**config.mk**
```make
export PLATFORM = sky130hd
export DESIGN_NAME = stream_to_axi_b
export DESIGN_NICKNAME = d
export VERILOG_FILES = /design/src/rtl/stream_to_axi_b_pkg.sv /design/src/rtl/stream_to_axi_b_sync_fifo.sv /design/src/rtl/stream_to_axi_b.sv
export SDC_FILE = /design/constraint.sdc
export NUM_CORES = 1
export LEC_CHECK = 0
export ABC_AREA = 0
export ABC_CLOCK_PERIOD_IN_PS = 3030
export CAP_MARGIN = 20
export CORE_MARGIN = 1.5
export CORE_UTILIZATION = 55
export CTS_CLUSTER_SIZE = 30
export DETAILED_ROUTE_END_ITERATION = 8
export DONT_BUFFER_PORTS = 1
export PLACE_DENSITY = 0.67
export SETUP_SLACK_MARGIN = 0.2
export SYNTH_ARGS = -nofsm -noshare
export SYNTH_HDL_FRONTEND = slang
export SYNTH_SLANG_ARGS = --single-unit
```
**constraint.sdc**
```tcl
create_clock -name clk -period 3.03 [get_ports clk]
set_input_delay 0.606 -clock clk [delete_from_list [all_inputs] [get_ports clk]]
set_output_delay 0.606 -clock clk [all_outputs]
set_load 0.02 [all_outputs]
```
**src/rtl/stream_to_axi_b_pkg.sv**
```systemverilog
// Shared definitions for the AXI snoop stream endpoints.
// Holds the channel type tags, the tag width, word field-offset helpers, the BRESP type and
// the B-channel receiver FSM state type.
package stream_to_axi_b_pkg;

    // Channel type tags carried in the top bits of every stream word.
    localparam int unsigned STREAM_TYPE_WIDTH = 3;
    localparam logic [STREAM_TYPE_WIDTH-1:0] STREAM_TYPE_AW = 3'b001;
    localparam logic [STREAM_TYPE_WIDTH-1:0] STREAM_TYPE_W  = 3'b010;
    localparam logic [STREAM_TYPE_WIDTH-1:0] STREAM_TYPE_AR = 3'b011;
    localparam logic [STREAM_TYPE_WIDTH-1:0] STREAM_TYPE_B  = 3'b100;
    localparam logic [STREAM_TYPE_WIDTH-1:0] STREAM_TYPE_R  = 3'b101;

    typedef logic [1:0] axi_resp_t;

    typedef enum logic {
        StIdle,
        StDiscard
    } b_state_e;

    // MSB of the type tag: the tag occupies the top bits of the word.
    function automatic int unsigned type_msb(input int unsigned data_width);
        return data_width - 1;
    endfunction

    // MSB of the ID field: directly below the type tag.
    function automatic int unsigned id_msb(input int unsigned data_width,
                                           input int unsigned type_width);
        return data_width - type_width - 1;
    endfunction

endpackage

```
**src/rtl/stream_to_axi_b_sync_fifo.sv**
```systemverilog
// Generic first-word-fall-through synchronous FIFO.
// Ports: clk_i, rst_ni (synchronous, active low), push_i/wdata_i (write side),
// pop_i/rdata_o (read side, head visible without a pop), full_o, empty_o.
// rdata_o reads as zero while empty so no stale entry leaks out after reset.
module stream_to_axi_b_sync_fifo #(
    parameter int unsigned Width = 34,
    parameter int unsigned Depth = 4
) (
    input  logic             clk_i,
    input  logic             rst_ni,
    input  logic             push_i,
    input  logic [Width-1:0] wdata_i,
    input  logic             pop_i,
    output logic [Width-1:0] rdata_o,
    output logic             full_o,
    output logic             empty_o
);

    localparam int unsigned PtrW = $clog2(Depth);
    localparam logic [PtrW:0] FullCnt = (PtrW + 1)'(Depth);

    logic [Width-1:0] mem_q [Depth];
    logic [PtrW-1:0]  wptr_q, wptr_d, rptr_q, rptr_d;
    logic [PtrW:0]    count_q, count_d;
    logic             do_push, do_pop;

    assign full_o  = (count_q == FullCnt);
    assign empty_o = (count_q == '0);
    assign do_push = push_i && !full_o;
    assign do_pop  = pop_i && !empty_o;
    assign rdata_o = empty_o ? '0 : mem_q[rptr_q];

    // Depth is a power of two, so pointers wrap naturally.
    always_comb begin
        wptr_d  = wptr_q;
        rptr_d  = rptr_q;
        count_d = count_q;
        if (do_push) wptr_d = wptr_q + 1'b1;
        if (do_pop)  rptr_d = rptr_q + 1'b1;
        if (do_push && !do_pop)      count_d = count_q + 1'b1;
        else if (do_pop && !do_push) count_d = count_q - 1'b1;
    end

    always_ff @(posedge clk_i) begin
        if (!rst_ni) begin
            wptr_q  <= '0;
            rptr_q  <= '0;
            count_q <= '0;
        end else begin
            wptr_q  <= wptr_d;
            rptr_q  <= rptr_d;
            count_q <= count_d;
        end
    end

    // Storage needs no reset: entries are only visible while counted.
    always_ff @(posedge clk_i) begin
        if (do_push) mem_q[wptr_q] <= wdata_i;
    end

endmodule

```
**src/rtl/stream_to_axi_b.sv**
```systemverilog
// B-channel snoop stream receiver: turns B-tagged stream words back into AXI4 write responses
// and presents them on a slave-side B interface through a small FWFT buffer. Words of a
// foreign type, or B words that are not single-beat packets, are discarded with a drop pulse.
// Ports: clk, resetn (synchronous, active low); stream_data/valid/ready/last (stream input);
// drop (one pulse per discarded accepted beat); AXIS_bid/bresp/buser/bvalid/bready (B output).
// Optional: define STREAM_TO_AXI_B_DROP_CNT_EN to add drop_count, a 16-bit saturating count of
// drop pulses.
module stream_to_axi_b
    import stream_to_axi_b_pkg::*;
#(
    parameter int unsigned DATA_WIDTH        = 128,
    parameter int unsigned ID_WIDTH          = 32,
    parameter int unsigned USER_WIDTH        = 64,
    parameter int unsigned STREAM_TYPE_WIDTH = stream_to_axi_b_pkg::STREAM_TYPE_WIDTH,
    parameter logic [STREAM_TYPE_WIDTH-1:0] STREAM_TYPE = STREAM_TYPE_B,
    parameter int unsigned FIFO_DEPTH        = 4
) (
    input  logic                  clk,
    input  logic                  resetn,
`ifdef STREAM_TO_AXI_B_DROP_CNT_EN
    output logic [15:0]           drop_count,
`endif
    input  logic [DATA_WIDTH-1:0] stream_data,
    input  logic                  stream_valid,
    output logic                  stream_ready,
    input  logic                  stream_last,
    output logic                  drop,
    output logic [ID_WIDTH-1:0]   AXIS_bid,
    output logic [1:0]            AXIS_bresp,
    output logic [USER_WIDTH-1:0] AXIS_buser,
    output logic                  AXIS_bvalid,
    input  logic                  AXIS_bready
);

    typedef struct packed {
        logic [ID_WIDTH-1:0] id;
        axi_resp_t           resp;
    } entry_t;

    localparam int unsigned TypeMsb = type_msb(DATA_WIDTH);
    localparam int unsigned IdMsb   = id_msb(DATA_WIDTH, STREAM_TYPE_WIDTH);
    localparam int unsigned IdLsb   = IdMsb - ID_WIDTH + 1;

    b_state_e                     state_q;
    logic [STREAM_TYPE_WIDTH-1:0] beat_type;
    entry_t                       beat_entry, head_entry;
    logic                         full, empty, accept, push, pop;
    logic                         unused_pad;

    assign beat_type       = stream_data[TypeMsb -: STREAM_TYPE_WIDTH];
    assign beat_entry.id   = stream_data[IdMsb -: ID_WIDTH];
    assign beat_entry.resp = stream_data[1:0];
    assign unused_pad      = ^stream_data[IdLsb-1:2];

    // No full pass-through: a pop in the same cycle does not reopen ready.
    assign stream_ready = resetn && !full;
    assign accept       = stream_valid && stream_ready;
    // Only a single-beat B packet seen from IDLE carries a response.
    assign push = accept && (state_q == StIdle) && (beat_type == STREAM_TYPE) && stream_last;
    assign drop = accept && !push;

    // Gated by resetn so the interface reads idle during a mid-operation reset.
    assign AXIS_bvalid = resetn && !empty;
    assign pop         = AXIS_bvalid && AXIS_bready;
    assign AXIS_bid    = AXIS_bvalid ? head_entry.id : '0;
    assign AXIS_bresp  = AXIS_bvalid ? head_entry.resp : '0;
    assign AXIS_buser  = '0;

    // Any beat without last leaves us discarding until the packet ends.
    always_ff @(posedge clk) begin
        if (!resetn) begin
            state_q <= StIdle;
        end else if (accept) begin
            state_q <= stream_last ? StIdle : StDiscard;
        end
    end

    stream_to_axi_b_sync_fifo #(
        .Width ($bits(entry_t)),
        .Depth (FIFO_DEPTH)
    ) u_resp_fifo (
        .clk_i   (clk),
        .rst_ni  (resetn),
        .push_i  (push),
        .wdata_i (beat_entry),
        .pop_i   (pop),
        .rdata_o (head_entry),
        .full_o  (full),
        .empty_o (empty)
    );

`ifdef STREAM_TO_AXI_B_DROP_CNT_EN
    logic [15:0] drop_cnt_q;

    always_ff @(posedge clk) begin
        if (!resetn) begin
            drop_cnt_q <= '0;
        end else if (drop && (drop_cnt_q != 16'hFFFF)) begin
            drop_cnt_q <= drop_cnt_q + 16'd1;
        end
    end

    assign drop_count = drop_cnt_q;
`endif

endmodule

```
# After elaboration in Yosys (flattened, before gate mapping)
# Memory sizes are Yosys's and may differ from the RTL's. A register that Yosys moved wholly into a read port is not among the register bits.
# Index checks and enable logic that the tools add are counted.
dict set report op_classes {
  n_bitwise 1
  add_sub_neg 4
  n_reduce_logical 19
  n_eq_ne 2
  n_mux 10
}
# operator n
set ops {}
lappend ops {{2-to-1 mux 34 bit} 1}
lappend ops {{2-to-1 mux 32 bit} 1}
lappend ops {{logical AND 1 bit} 12}
lappend ops {{== test 3 bit, second input constant} 2}
lappend ops {{2-to-1 mux 2 bit} 3}
lappend ops {{2-to-1 mux 3 bit} 2}
lappend ops {{logical NOT 1 bit} 5}
lappend ops {{adder 2 x 1 -> 2 bit, second input constant} 2}
lappend ops {{adder 3 x 1 -> 3 bit, second input constant} 1}
lappend ops {{logical NOT 3 bit} 1}
lappend ops {{2-to-1 mux 1 bit} 3}
lappend ops {{subtractor 3 x 1 -> 3 bit, second input constant} 1}
lappend ops {{nonzero test 2 bit} 1}
lappend ops {{NOT 1 bit} 1}
dict set report word_totals {
  ramBits 136
  wordCells 41
  n_memories 1
  in_bits 133
  ff_bits 8
  out_inout_bits 101
}
# memory words word_bits rd rd_ports_with_merged_regs wr line
set mem_list {}
lappend mem_list {u_resp_fifo.mem_q 4 34 1 1 1 stream_to_axi_b_sync_fifo.sv:22} ;# logic [Width-1:0] mem_q [Depth];

# Logic depth before layout (Yosys ltp)
dict set report depth {
  depth_word 12
  depth_mapped 10
  ltp_nobuf 9
}

# Modules after synthesis
# A second synthesis with hierarchy kept.
dict set report hier_totals {
  cells_unflattened 378
  hier_area_um2 6590.1
}
# module seq_area_each_um2 n_inst cells_per_inst area_each_um2
set modules_own_cells {}
lappend modules_own_cells {stream_to_axi_b_sync_fifo 4264.1 1 264 5761.8}
lappend modules_own_cells {stream_to_axi_b 20.0 1 114 828.3}

# Worst setup path before layout
# No wires, ideal clock.
dict set report synth_timing {
  kind {input-to-reg}
  from {in stream_data[126]}
  to {reg u_resp_fifo.count_q[2]}
  required_ns 2.954
  path_slack_ns 0.538
  t_arrival_ns 2.416
  cell_stages 8
  cell_sequence {nor4_2 and2_1 ha_1 inv_1 fa_1 xor2_1 or3_1 a21boi_0}
}
dict set report synth_between {
  elab_chain_len 7
  elab_cells_between_ends 9
  cone_classes {eq/ne: 1; mux: 1; reduce/logical: 7}
}
# item line
set synth_lines {}
lappend synth_lines {{from (decl)} stream_to_axi_b.sv:23} ;# input logic [DATA_WIDTH-1:0] stream_data,
lappend synth_lines {{== test 3 bit (*)} stream_to_axi_b.sv:59} ;# assign push = accept && (state_q == StIdle) && (beat_type == STREAM_TYPE) && stream_last;
lappend synth_lines {{logical AND 1 bit (*) (2 in a row)} stream_to_axi_b.sv:59}
lappend synth_lines {{logical AND 1 bit (*)} stream_to_axi_b_sync_fifo.sv:29} ;# assign do_push = push_i && !full_o;
lappend synth_lines {{named net u_resp_fifo.do_push} stream_to_axi_b_sync_fifo.sv:25} ;# logic do_push, do_pop;
lappend synth_lines {{logical NOT 1 bit} stream_to_axi_b_sync_fifo.sv:41} ;# else if (do_pop && !do_push) count_d = count_q - 1'b1;
lappend synth_lines {{logical AND 1 bit} stream_to_axi_b_sync_fifo.sv:41}
lappend synth_lines {{nonzero test 2 bit (no line)} n/a}
lappend synth_lines {{to (signal assigned)} stream_to_axi_b_sync_fifo.sv:52} ;# count_q <= count_d;
lappend synth_lines {{to (decl)} stream_to_axi_b_sync_fifo.sv:24} ;# logic [PtrW:0] count_q, count_d;
# The timed path passes the listed nets; every way through them passes the cells marked *.
# A chain may end at the register's enable or synchronous reset.

==> out/metrics.cfg <==
[detailed_routing]
wl_met1_um = 4111
number_of_drc_markers_after_the_initial_detailed_route_iteration = 137
wl_um = 10040
avgRoutedWirePerCell_um = 19.76
wl_met3_um = 1007
detailedRoute.firstPassIterationCount = 4
dr_total_vias = 2800
via_cell_ratio = 5.512
remaining_antenna_violation_count_after_routing = 0
drc = 0
met2_length_um = 4852
maxUsedRoutingLayer = met4

[cts]
clk_latency_ns = 0.40
cts.htree.levels = 4
clkTransAtPathRegs_ns = 0.06
ctsHoldBuffers = 0
tritoncts_clock_tree = yes
root_buffer = clkbuf_16
clock_sink_count = 146
cts-root-to-sink-buffers = 2
numCtsBuffers = 17

[power_and_ir_drop]
irDropWorstVdd_mv = 0.4318
power-per-cell-area_nw_per_um2 = 665.8
power.static_leakage_nw = 2.402

[setup_path]
critical_path.n_buffers_inverters = 1
crit_path_max_fanout = 12
critPathRequiredTime_ns = 2.42
cpLargestDelayFamily = multiplexers
cp_cell_sequence = buf_4 > mux4_2 > and3_1
critical_path_class = reg2out
register_to_register_setup_slack_ns = 0.74
crit_slowest_cell = mux4_2
arrival_ns = 2.00
largest_stage_delay_on_the_critical_path_ns = 0.52
worstSetupEndpointType = output pin
critical_path.startpoint_type = flop

[synth]
postSynthCellCount = 343
synth-edff-count = 136
synth_top_flop_cell = edfxtp_1
synth.ff_latch_count = 146
seq_area_frac_synth = 0.6888
yosysTopAreaCell = edfxtp_1
syn-mean-instance-area_sq_um = 18.13
synthTopCellsByArea = edfxtp_1 (66%), mux4_2 (11%), buf_4 (7.7%)
synth.cell_area_sq_um = 6220
yosysWarningCount = 0
post-synth-top-area-fraction = 0.6566
synth_most_common_cell = edfxtp_1
synth_cell_type_count = 29
synth-async-reset-ratio = 0
synth.cells.most_frequent = edfxtp_1 (136), buf_4 (64), and3_1 (38)

[die]
dieWidth_um = 109.3
fp-row-count = 38
initial_utilization = 0.5688
fp.coreArea_sq_um = 10940
design.portCount = 234
dieHeight_um = 109.3
die_area_sq_um = 11960

[hold_path]
hp-class = in2reg

[placed_design]
placed_instance_area_sq_um = 6186
gpl.final_weighted_congestion = 0.6773
io_buffer_count = 0
placed_cells_incl_taps = 477
detailed_place_hpwl_um = 6084

[sta]
final_max_slew_viol_count = 0
slew_headroom = 0.5202
post-route-min-period_ns = 2.606
skew_ns = 0.007786
final.setup.tns_ns = 0
finalSetupViolations = 0
timing.fmax_ghz = 0.3838
timing_hold_violations_final = 0
period_share = 0.8600
worst_slew_pin_slew_ns = 0.7134
setup_repair_after_global_routing_missed_its_margin = no
hold-worst-slack_ns = 0.2928

[grt]
number_of_global_route_vias_before_repair = 2731
grt_first_pass_wirelength_um = 14970
antenna_found_initial = 0
grt_max_degree = 48
overflow = 0
grt_use_total = 0.1806

[finish]
layout-drive-gt1-share = 0.2038
fin_area_sq_um = 6763
fin_util = 0.6184
syn2layout_area_growth_pct = 8.731
post_layout_nonfiller_instances = 508
design.final.nets = 495
antenna-diode-count = 0

[run]
max_cap_violations = 0

[status]
outcome = completed

-- placed cells by master, fill, tap and decap left out, drive strengths merged --
| cell | instances |
|---|---|
| ha | 5 |
| clkbuf | 19 |
| and2 | 6 |
| or3 | 2 |
| a21oi | 1 |
| conb | 64 |
| nor2 | 1 |
| buf | 12 |
| nor4 | 1 |
| xor2 | 1 |
| mux4 | 34 |
| inv | 3 |
| mux2i | 2 |
| dfxtp | 10 |
| nor2b | 2 |
| xnor2 | 3 |
| edfxtp | 136 |
| nand2 | 8 |
| nand3 | 2 |
| bufinv | 3 |
| clkinv | 5 |
| and3 | 38 |
| fa | 1 |
| o211a | 1 |
| o21ai | 2 |
| a21boi | 2 |
| clkinvlp | 4 |
-- flip-flops by register name (all words and copies together), names as in the netlist, named ones only --
signal and cells:
state_q 1, u_resp_fifo.count_q 3, u_resp_fifo.mem_q 136, u_resp_fifo.rptr_q 2, u_resp_fifo.wptr_q 2
-- metrics by stage --
| stage | power, mW | setup slack, ns |
|---|---|---|
| 2_1_floorplan | 2.573 | 0.5383 |
| 3_3_place_gp | 2.530 | 0.5903 |
| 3_5_place_dp | 2.532 | 0.5402 |
| 4_1_cts | 4.548 | 0.2162 |
| 5_1_grt | 4.657 | 0.3099 |
| 6_report | 4.503 | 0.4243 |
-- cells by family after synthesis --
family	count (synthesis)	synth area share
compound gates	6	0.006436
xor+xnor	4	0.005634
fa+ha+maj	6	0.01328
buf+inv	84	0.09917
flops	146	0.6888
mux	36	0.1287
other cells	1	0.0006029
simple gates	60	0.05733
-- layer usage --
metal | vias to the layer above | global-route usage
li1 | 1221 | -
met1 | 1435 | 0.2238
met2 | 137 | 0.2799
met3 | 7 | 0.07943
met4 | 0 | 0.07328
met5 | - | 0
-- where the power goes --
group / total, mW / internal [mW] / switching, mW
Combinational: 0.260 / 0.0856 / 0.174
Clock: 2.02 / 1.28 / 0.740
Sequential: 2.23 / 2.21 / 0.0145
Total: 4.50 / 3.57 / 0.928
-- timing repair --
item,4_1_cts,5_1_grt
resized for setup,0,1
endpoints found under the hold margin,0,0
setup endpoints to repair,0,10
setup buffers,0,0
-- cell type report --
class	instances	area, sq um
inverters	3	11.26
well taps	140	175.2
fillers	763	4173
clock inverters	12	141.4
multi-input cells	176	1560
flip-flops and latches	146	4289
repair buffers	12	152.6
clock buffers	19	432.9
-- worst register-to-register path, cell delays in order (launching register included) --
cell      delay (ns)
dfxtp_1         0.33
or3_1           0.39
and2_1          0.18
nand2_1         0.07
ha_1            0.17
inv_1           0.06
fa_1            0.37
xor2_1          0.18
or3_1           0.30
a21boi_0        0.17
-- path summary, 6_finish.rpt --
path                                       startpoint                                  end  cells after the start
setup / recovery                                 flop                         AXIS_bid[11]                      3
hold / removal                       stream_data[117]   u_resp_fifo.mem_q[2][26]$_DFFE_PP_                      0
setup reg to reg  u_resp_fifo.count_q[2]$_SDFFE_PN0P_  u_resp_fifo.count_q[2]$_SDFFE_PN0P_                      9
hold reg to reg    u_resp_fifo.wptr_q[1]$_SDFFE_PN0P_   u_resp_fifo.wptr_q[1]$_SDFFE_PN0P_                      2
Note: power is estimated with default switching activity, not from simulation.
